File: src/rtl/player_action.sv
// Player-side melee/camouflage controller: frame-tick driven attack and camo FSMs,
// grace-timed game-over detection and a saturating kill counter for the HUD.
module player_action #(
  parameter logic [7:0]  KEY_ATTACK     = 8'h0D,
  parameter logic [7:0]  KEY_CAMO       = 8'h0E,
  parameter int unsigned WINDUP_FRAMES  = 4,
  parameter int unsigned ACTIVE_FRAMES  = 6,
  parameter int unsigned RECOVER_FRAMES = 10,
  parameter int unsigned CAMO_FRAMES    = 180,
  parameter int unsigned COOL_FRAMES    = 300,
  parameter int unsigned GRACE_FRAMES   = 30
) (
  input  logic       Clk,
  input  logic       Reset,
  input  logic       frame_clk,
  input  logic [7:0] keycode,
  input  logic       detect,
  input  logic       enemy1_alive,
  output logic       hit,
  output logic       camo,
  output logic       attack_busy,
  output logic       camo_ready,
  output logic [8:0] camo_frames,
  output logic       alert,
  output logic       game_over,
  output logic [3:0] kill_count
);

  typedef enum logic [1:0] {AtkIdle, AtkWindup, AtkActive, AtkRecover} atk_e;
  typedef enum logic [1:0] {CamoReady, CamoOn, CamoCool} camo_e;

  atk_e        atk_q, atk_d;
  camo_e       cst_q, cst_d;
  logic [5:0]  acnt_q, acnt_d;
  logic [8:0]  ccnt_q, ccnt_d;
  logic [5:0]  gcnt_q, gcnt_d;
  logic        go_q, go_d;
  logic [3:0]  kill_q, kill_d;
  logic        fd_q, tick_q;
  logic        atk_prev_q, cam_prev_q, alive_q;
  logic        hit_q, camo_q, busy_q, ready_q, alert_q;
  logic [8:0]  frames_q;

  logic atk_now, cam_now, atk_go, cam_go, grace;

  assign atk_now = (keycode == KEY_ATTACK);
  assign cam_now = (keycode == KEY_CAMO);
  // Attack has priority over a simultaneous camo press.
  assign atk_go  = atk_now & ~atk_prev_q & ~go_q & (atk_q == AtkIdle);
  assign cam_go  = cam_now & ~cam_prev_q & ~go_q & (cst_q == CamoReady) & ~atk_go;
  assign grace   = detect & enemy1_alive & ~go_q;

  always_comb begin
    atk_d  = atk_q;
    acnt_d = acnt_q;
    cst_d  = cst_q;
    ccnt_d = ccnt_q;
    kill_d = kill_q;
    gcnt_d = grace ? gcnt_q + 6'd1 : 6'd0;
    go_d   = go_q | (grace & (gcnt_q == 6'(GRACE_FRAMES - 1)));
    if (go_q) begin
      atk_d  = AtkIdle;
      acnt_d = '0;
      cst_d  = CamoReady;
      ccnt_d = '0;
    end else begin
      unique case (atk_q)
        AtkIdle: begin
          if (atk_go) begin
            atk_d  = AtkWindup;
            acnt_d = 6'(WINDUP_FRAMES - 1);
          end
        end
        AtkWindup: begin
          if (acnt_q == '0) begin
            atk_d  = AtkActive;
            acnt_d = 6'(ACTIVE_FRAMES - 1);
          end else acnt_d = acnt_q - 6'd1;
        end
        AtkActive: begin
          if (acnt_q == '0) begin
            atk_d  = AtkRecover;
            acnt_d = 6'(RECOVER_FRAMES - 1);
          end else acnt_d = acnt_q - 6'd1;
        end
        AtkRecover: begin
          if (acnt_q == '0) atk_d = AtkIdle;
          else acnt_d = acnt_q - 6'd1;
        end
      endcase

      unique case (cst_q)
        CamoReady: begin
          if (cam_go) begin
            cst_d  = CamoOn;
            ccnt_d = 9'(CAMO_FRAMES - 1);
          end
        end
        CamoOn: begin
          // Attacking breaks camouflage straight into cooldown.
          if (atk_go || ccnt_q == '0) begin
            cst_d  = CamoCool;
            ccnt_d = 9'(COOL_FRAMES - 1);
          end else ccnt_d = ccnt_q - 9'd1;
        end
        CamoCool: begin
          if (ccnt_q == '0) cst_d = CamoReady;
          else ccnt_d = ccnt_q - 9'd1;
        end
        default: begin
          cst_d  = CamoReady;
          ccnt_d = '0;
        end
      endcase

      if (alive_q && !enemy1_alive && (atk_q == AtkActive || atk_q == AtkRecover) &&
          kill_q != 4'hF) begin
        kill_d = kill_q + 4'd1;
      end
    end
  end

  always_ff @(posedge Clk or negedge Reset) begin
    if (!Reset) begin
      atk_q      <= AtkIdle;
      cst_q      <= CamoReady;
      acnt_q     <= '0;
      ccnt_q     <= '0;
      gcnt_q     <= '0;
      go_q       <= 1'b0;
      kill_q     <= '0;
      fd_q       <= 1'b0;
      tick_q     <= 1'b0;
      atk_prev_q <= 1'b0;
      cam_prev_q <= 1'b0;
      alive_q    <= 1'b0;
      hit_q      <= 1'b0;
      camo_q     <= 1'b0;
      busy_q     <= 1'b0;
      ready_q    <= 1'b1;
      frames_q   <= '0;
      alert_q    <= 1'b0;
    end else begin
      fd_q    <= frame_clk;
      tick_q  <= frame_clk & ~fd_q;
      alert_q <= detect;
      if (tick_q) begin
        atk_q      <= atk_d;
        cst_q      <= cst_d;
        acnt_q     <= acnt_d;
        ccnt_q     <= ccnt_d;
        gcnt_q     <= gcnt_d;
        go_q       <= go_d;
        kill_q     <= kill_d;
        atk_prev_q <= atk_now;
        cam_prev_q <= cam_now;
        alive_q    <= enemy1_alive;
        // Status outputs present the state held during the previous frame.
        hit_q      <= (atk_q == AtkActive) & ~go_q;
        camo_q     <= (cst_q == CamoOn) & ~go_q;
        busy_q     <= (atk_q != AtkIdle);
        ready_q    <= (cst_q == CamoReady);
        frames_q   <= ccnt_q;
      end
    end
  end

  assign hit         = hit_q & ~go_q;
  assign camo        = camo_q & ~go_q;
  assign attack_busy = busy_q;
  assign camo_ready  = ready_q;
  assign camo_frames = frames_q;
  assign alert       = alert_q;
  assign game_over   = go_q;
  assign kill_count  = kill_q;

endmodule

File: config.mk
export PLATFORM = sky130hd
export DESIGN_NAME = player_action
export DESIGN_NICKNAME = d
export VERILOG_FILES = /design/src/rtl/player_action.sv
export SDC_FILE = /design/constraint.sdc
export NUM_CORES = 1
export LEC_CHECK = 0
export BUFFER_PORTS_ARGS = -buffer_cell sky130_fd_sc_hd__buf_2
export CORE_MARGIN = 8
export CORE_UTILIZATION = 30
export DETAILED_ROUTE_END_ITERATION = 10
export PLACE_DENSITY = 0.46
export SKIP_CTS_REPAIR_TIMING = 1
export SYNTH_ARGS = -nofsm -noshare
export SYNTH_HDL_FRONTEND = slang
export SYNTH_SLANG_ARGS = --single-unit
export TNS_END_PERCENT = 10
File: constraint.sdc
create_clock -name Clk -period 5.7 [get_ports Clk]
set_clock_uncertainty 0.15 [all_clocks]
set_input_delay 1.71 -clock Clk [delete_from_list [all_inputs] [get_ports Clk]]
set_output_delay 1.71 -clock Clk [all_outputs]
set_load 0.02 [all_outputs]
Word level (Yosys, flattened, before mapping)
Cells that the tools add are included.
{ "word_totals": {"inputBits": 13, "ff_bits": 49} }
{ "classes": {"n_mux": 23, "n_eq_ne": 18, "n_addsub": 4, "reduce_logical": 16, "n_bitwise": 21} }
{ "ops": {"columns": ["operator", "n"], "rows": [
  ["two-way mux 6 bit", 6],
  ["two-way mux 9 bit", 4],
  ["inequality test 3 bit, second input constant", 9],
  ["case mux 9 bit (3 select lines)", 1],
  ["case mux 6 bit (4 select lines)", 1],
  ["two-way mux 2 bit", 9],
  ["equality test 8 x 4 -> 1 bit, second input constant", 2],
  ["bitwise AND 1 bit", 15],
  ["zero test 9 bit", 1],
  ["AND reduction 3 bit", 3],
  ["subtractor 9 x 1 -> 9 bit, second input constant", 1],
  ["case mux 2 bit (4 select lines)", 1],
  ["adder 6 x 1 -> 6 bit, second input constant", 1],
  ["equality test 2 bit, second input constant", 3],
  ["equality test 6 x 5 -> 1 bit, second input constant", 1],
  ["zero test 6 bit", 1],
  ["case mux 2 bit (3 select lines)", 1],
  ["subtractor 6 x 1 -> 6 bit, second input constant", 1],
  ["inverter 1 bit", 5],
  ["AND reduction 5 bit", 1],
  ["adder 4 x 1 -> 4 bit, second input constant", 1],
  ["equality test 2 x 1 -> 1 bit, second input constant", 2],
  ["zero test 2 bit", 2],
  ["inequality test 4 bit, second input constant", 1],
  ["other kinds (6)", 9]
]} }

Logic depth before layout (Yosys ltp)
{ "depth": {"word_depth": 9, "mapped_depth": 7, "ltp_nobuf": 7} }

Least setup slack after synthesis
No wires, ideal clock.
{ "synth_path": {"kind": "input to register", "start": "in keycode[5]", "end": "reg ccnt_q[4]", "t_arrival_ps": 2942, "required_ps": 5463, "setup_ps": 87, "path_buffers": 1, "setup_slack_ps": 2521, "cell_stages": 6, "path_cell_list": "nor4bb_1 buf_4 a311o_2 nand2_1 or4b_1 o211ai_1"} }
{ "synth_between": {"elab_chain_cells": 8, "word_cells_on_any_way": 16, "classes_between": "eq/ne: 3; mux: 3; bitwise: 8; reduce/logical: 2"} }
{ "synth_rtl": {"columns": ["element", "line", "rtl"], "rows": [
  ["start: declaration", "16", "input logic [7:0] keycode,"],
  ["equality test 8 x 4 -> 1 bit", "46", "assign atk_now = (keycode == KEY_ATTACK);"],
  ["bitwise AND 1 bit (3 in a row)", "49", "assign atk_go = atk_now & ~atk_prev_q & ~go_q & (atk_q == AtkIdle);"],
  ["logical OR 1 bit or inverter 1 bit (tied branches)", "101, 50", null],
  ["two-way mux 9 bit or bitwise AND 1 bit (tied branches)", "101, 50", null],
  ["case mux 9 bit (3 select lines) or inequality test 3 bit (tied branches)", null, null],
  ["two-way mux 9 bit or AND reduction 3 bit (tied branches)", null, null],
  ["end signal: assignment", "151", "ccnt_q <= ccnt_d;"],
  ["end: declaration", "35", "logic [8:0] ccnt_q, ccnt_d;"]
]} }
Parallel ways exist; a longest one is shown, timed or not.
A chain may end at the register's enable or synchronous reset.

Final worst setup path
{ "layout_path": {"start": "in keycode[1]", "end": "reg ccnt_q[6]"} }
The elaborated chain is that of the path after synthesis.

==> metrics.yaml <==
clock_network:
  cts_sinks: 49
  cts_buffers: 5
  cts-htree-levels: 2
  clkTransAtPathRegs_ns: 0.11
  cts_buffer_depth: 2
  root_buffer: "clkbuf_8"
  cts_tree: "built"
  clk_latency_ns: 0.30
cells_and_area:
  diodes: 0
  layout_common_cells: "48 x dfrtp_1, 31 x buf_2, 19 x inv_1"
  fin_area_mm2: 0.00308
  drive_above_1_share_pct: 25.4
  layout.nets: 314
  final_common_cell: "dfrtp_1"
  instances_no_fill: 399
  area_growth_pct: 13.9
worst_hold_path:
  holdPathStages: 1
  hold_path_class: "reg2reg"
sta:
  slew_viol_final: 0
  fmax_mhz: 317
  fin_crit_sh_pct: 55.4
  min_period_ns: 3.16
  grt_setup_unrepaired: "no"
  timing.final.ws_setup_ns: 2.54
  worstMarginPinSlew_ns: 0.638
  slew_headroom_pct: 57.5
  setup_viol: 0
  hold_viol_final: 0
  setup_tns_ns: 0
placement:
  routabilityCongestion: 0.823
  dpl.hpwl_mm: 4.37
  port_buffers: 31
  place_inst: 391
  place_area_mm2: 0.00298
  place_ws_ns: 2.21
pwr:
  seqPwrFrac_pct: 57.8
  total_power_uw: 608
  switchingPower_uw: 146
  swShare_pct: 24.0
  pwr_density_cell_mw_per_mm2: 197
  p_leak_uw: 0.00138
  clockPowerShare_pct: 37.3
  ir_drop_v: 0.0000847
  power.internal_uw: 462
  p_comb_share_pct: 5.0
logic_synthesis:
  synth_top_area_cell: "dfrtp_1"
  synth_cell_types: 60
  async_reset_ff_share_pct: 100
  synth_top_area_share_pct: 44.5
  synth_seq_cells: 49
  synth_area_leaders: "dfrtp_1 44%, mux2_2 5.4%, ha_1 5.1%, o21ai_0 3.0%, inv_1 2.6%"
  netlist_area_mm2: 0.00270
  synth-edff-count: 0
  synth-main-ff-cell: "dfrtp_1"
  synth_cells: 257
  synth.avg_cell_area_um2: 10.5
  synth_seq_area_share_pct: 45.4
  syn_nets: 281
  ys_warn_count: 0
critical_path:
  cp_data_arrival_time_ns: 3.19
  crit_fanout: 5
  worstPathRequired_ns: 5.74
  cp-end-kind: "flop"
  path_cells: "buf_2 -> nor4b_2 -> nand4b_1 -> a31oi_2 -> a2bb2oi_1 -> o31ai_1"
  critPathLaunchType: "input pin"
  reg2reg_depth: 7
  slowest_delay_ns: 0.47
  critical_path_class: "in2reg"
  crit_path_top_delay_cell: "nor4b_2"
floorplanning:
  die_h_um: 111
  boundaryPins: 32
  core_mm2: 0.00872
  initial_utilization_pct: 31.0
  die_area_mm2: 0.0123
  die_w_um: 111
  rows: 34
drt:
  ant_nets: 0
  drtIter0Drc: 83
  avgViaCountPerCell: 5.15
  routedWlPerCell_um: 15.2
  routed_wl_mm: 6.06
  first_pass_iters: 4
  drc: 0
  vias: 2055
global_route:
  antenna_found_initial: 0
  first_global_vias: 2082
  grt_overflow: 0
  grt_max_degree: 50
  grt_usage_pct: 10.1
  grt_pass1_wl_mm: 10.6
run:
  maxCapViolations: 0
status:
  outcome: "finished, final reports clean"
-- registers in the layout (all words and copies together), names as in the netlist --
| signal | flops |
|---|---|
| camo_ready | 1 |
| kill_count | 4 |
| attack_busy | 1 |
| gcnt_q | 6 |
| cst_q | 2 |
| fd_q | 1 |
| cam_prev_q | 1 |
| acnt_q | 6 |
| atk_prev_q | 1 |
| tick_q | 1 |
| camo_q | 1 |
| atk_q | 2 |
| camo_frames | 9 |
| game_over | 1 |
| alert | 1 |
| ccnt_q | 9 |
| alive_q | 1 |
| hit_q | 1 |
-- through the flow --
| stage | util (%) | hold slack, ns |
|---|---|---|
| after global routing | 35.3 | 0.266 |
| after CTS | 35.3 | 0.247 |
| after detailed placement | 34.1 | 0.232 |
| after global placement | 34.1 | 0.234 |
| after floorplan | - | 0.228 |
| final | 35.3 | 0.245 |
-- layer usage --
metal	track usage (%)	part of all wire, %	routed length [µm]
met1	13.9	52	3130
met2	14.8	43	2610
met3	2.71	4.2	254
met4	2.88	1.1	64
met5	0	0	0
-- worst paths after layout --
| kind | from | to | slack (ns) |
|---|---|---|---|
| max reg2reg | ccnt_q[0] | ccnt_q[8] | 3.31 |
| max | keycode[1] | ccnt_q[6] | 2.54 |
| min | fd_q | tick_q | 0.24 |
| min reg2reg | fd_q | tick_q | 0.24 |
| max in group asynchronous | Reset | cst_q[1] | 3.61 |
| min in group asynchronous | Reset | camo_frames[4] | 1.35 |
-- cell usage after synthesis, types with 2 or more instances --
cell type,number
mux2_2,13
nor4_1,2
o2bb2ai_1,3
a21oi_1,6
nand2b_1,3
or3_1,2
ha_1,11
nor3_1,7
o21bai_1,6
a31o_2,2
a32oi_1,3
clkbuf_1,3
mux2i_1,2
o22ai_1,4
nand3_1,11
dfrtp_1,48
nand2_1,17
a31oi_1,3
nor4b_2,3
and3_1,2
a21o_1,3
a22o_1,8
nor3b_1,5
nor2_1,9
o21ai_0,16
buf_2,3
nor2b_1,3
nand4_1,2
inv_1,19
xor2_1,2
o31ai_1,3
o21ai_1,4
xnor2_1,2
-- logic make-up after synthesis --
kind of cell    count (synthesis)  synth area share [%]
buf+inv                        27                  4.03
compound gates                 73                  20.3
simple gates                   78                  17.7
fa+ha+maj                      11                  5.09
mux                            15                  6.16
xor+xnor                        4                  1.30
flops                          49                  45.4
-- critical path, delay by kind of cell --
| kind | cells | cell delay, ns |
|---|---|---|
| buf+inv | 1 | 0.11 |
| simple gates | 2 | 0.78 |
| compound gates | 3 | 0.58 |
-- final cells by class --
class	count	area (µm²)
Fill cell	868	5640
Multi-Input combinational cell	181	1370
Sequential cell	49	1230
Timing Repair Buffer	34	178
Tap cell	108	135
Clock buffer	6	82.6
Inverter	19	71.3
Clock inverter	2	17.5
-- power groups by stage --
stage / combinational [µW] / clock, µW / sequential, µW
2_1_floorplan: 14.1 / 0 / 358
3_3_place_gp: 30.7 / 0 / 358
3_5_place_dp: 31.4 / 0 / 358
4_1_cts: 31.5 / 237 / 351
5_1_grt: 34.5 / 250 / 352
6_report: 30.3 / 226 / 351
(Power assumes the default switching activity.)
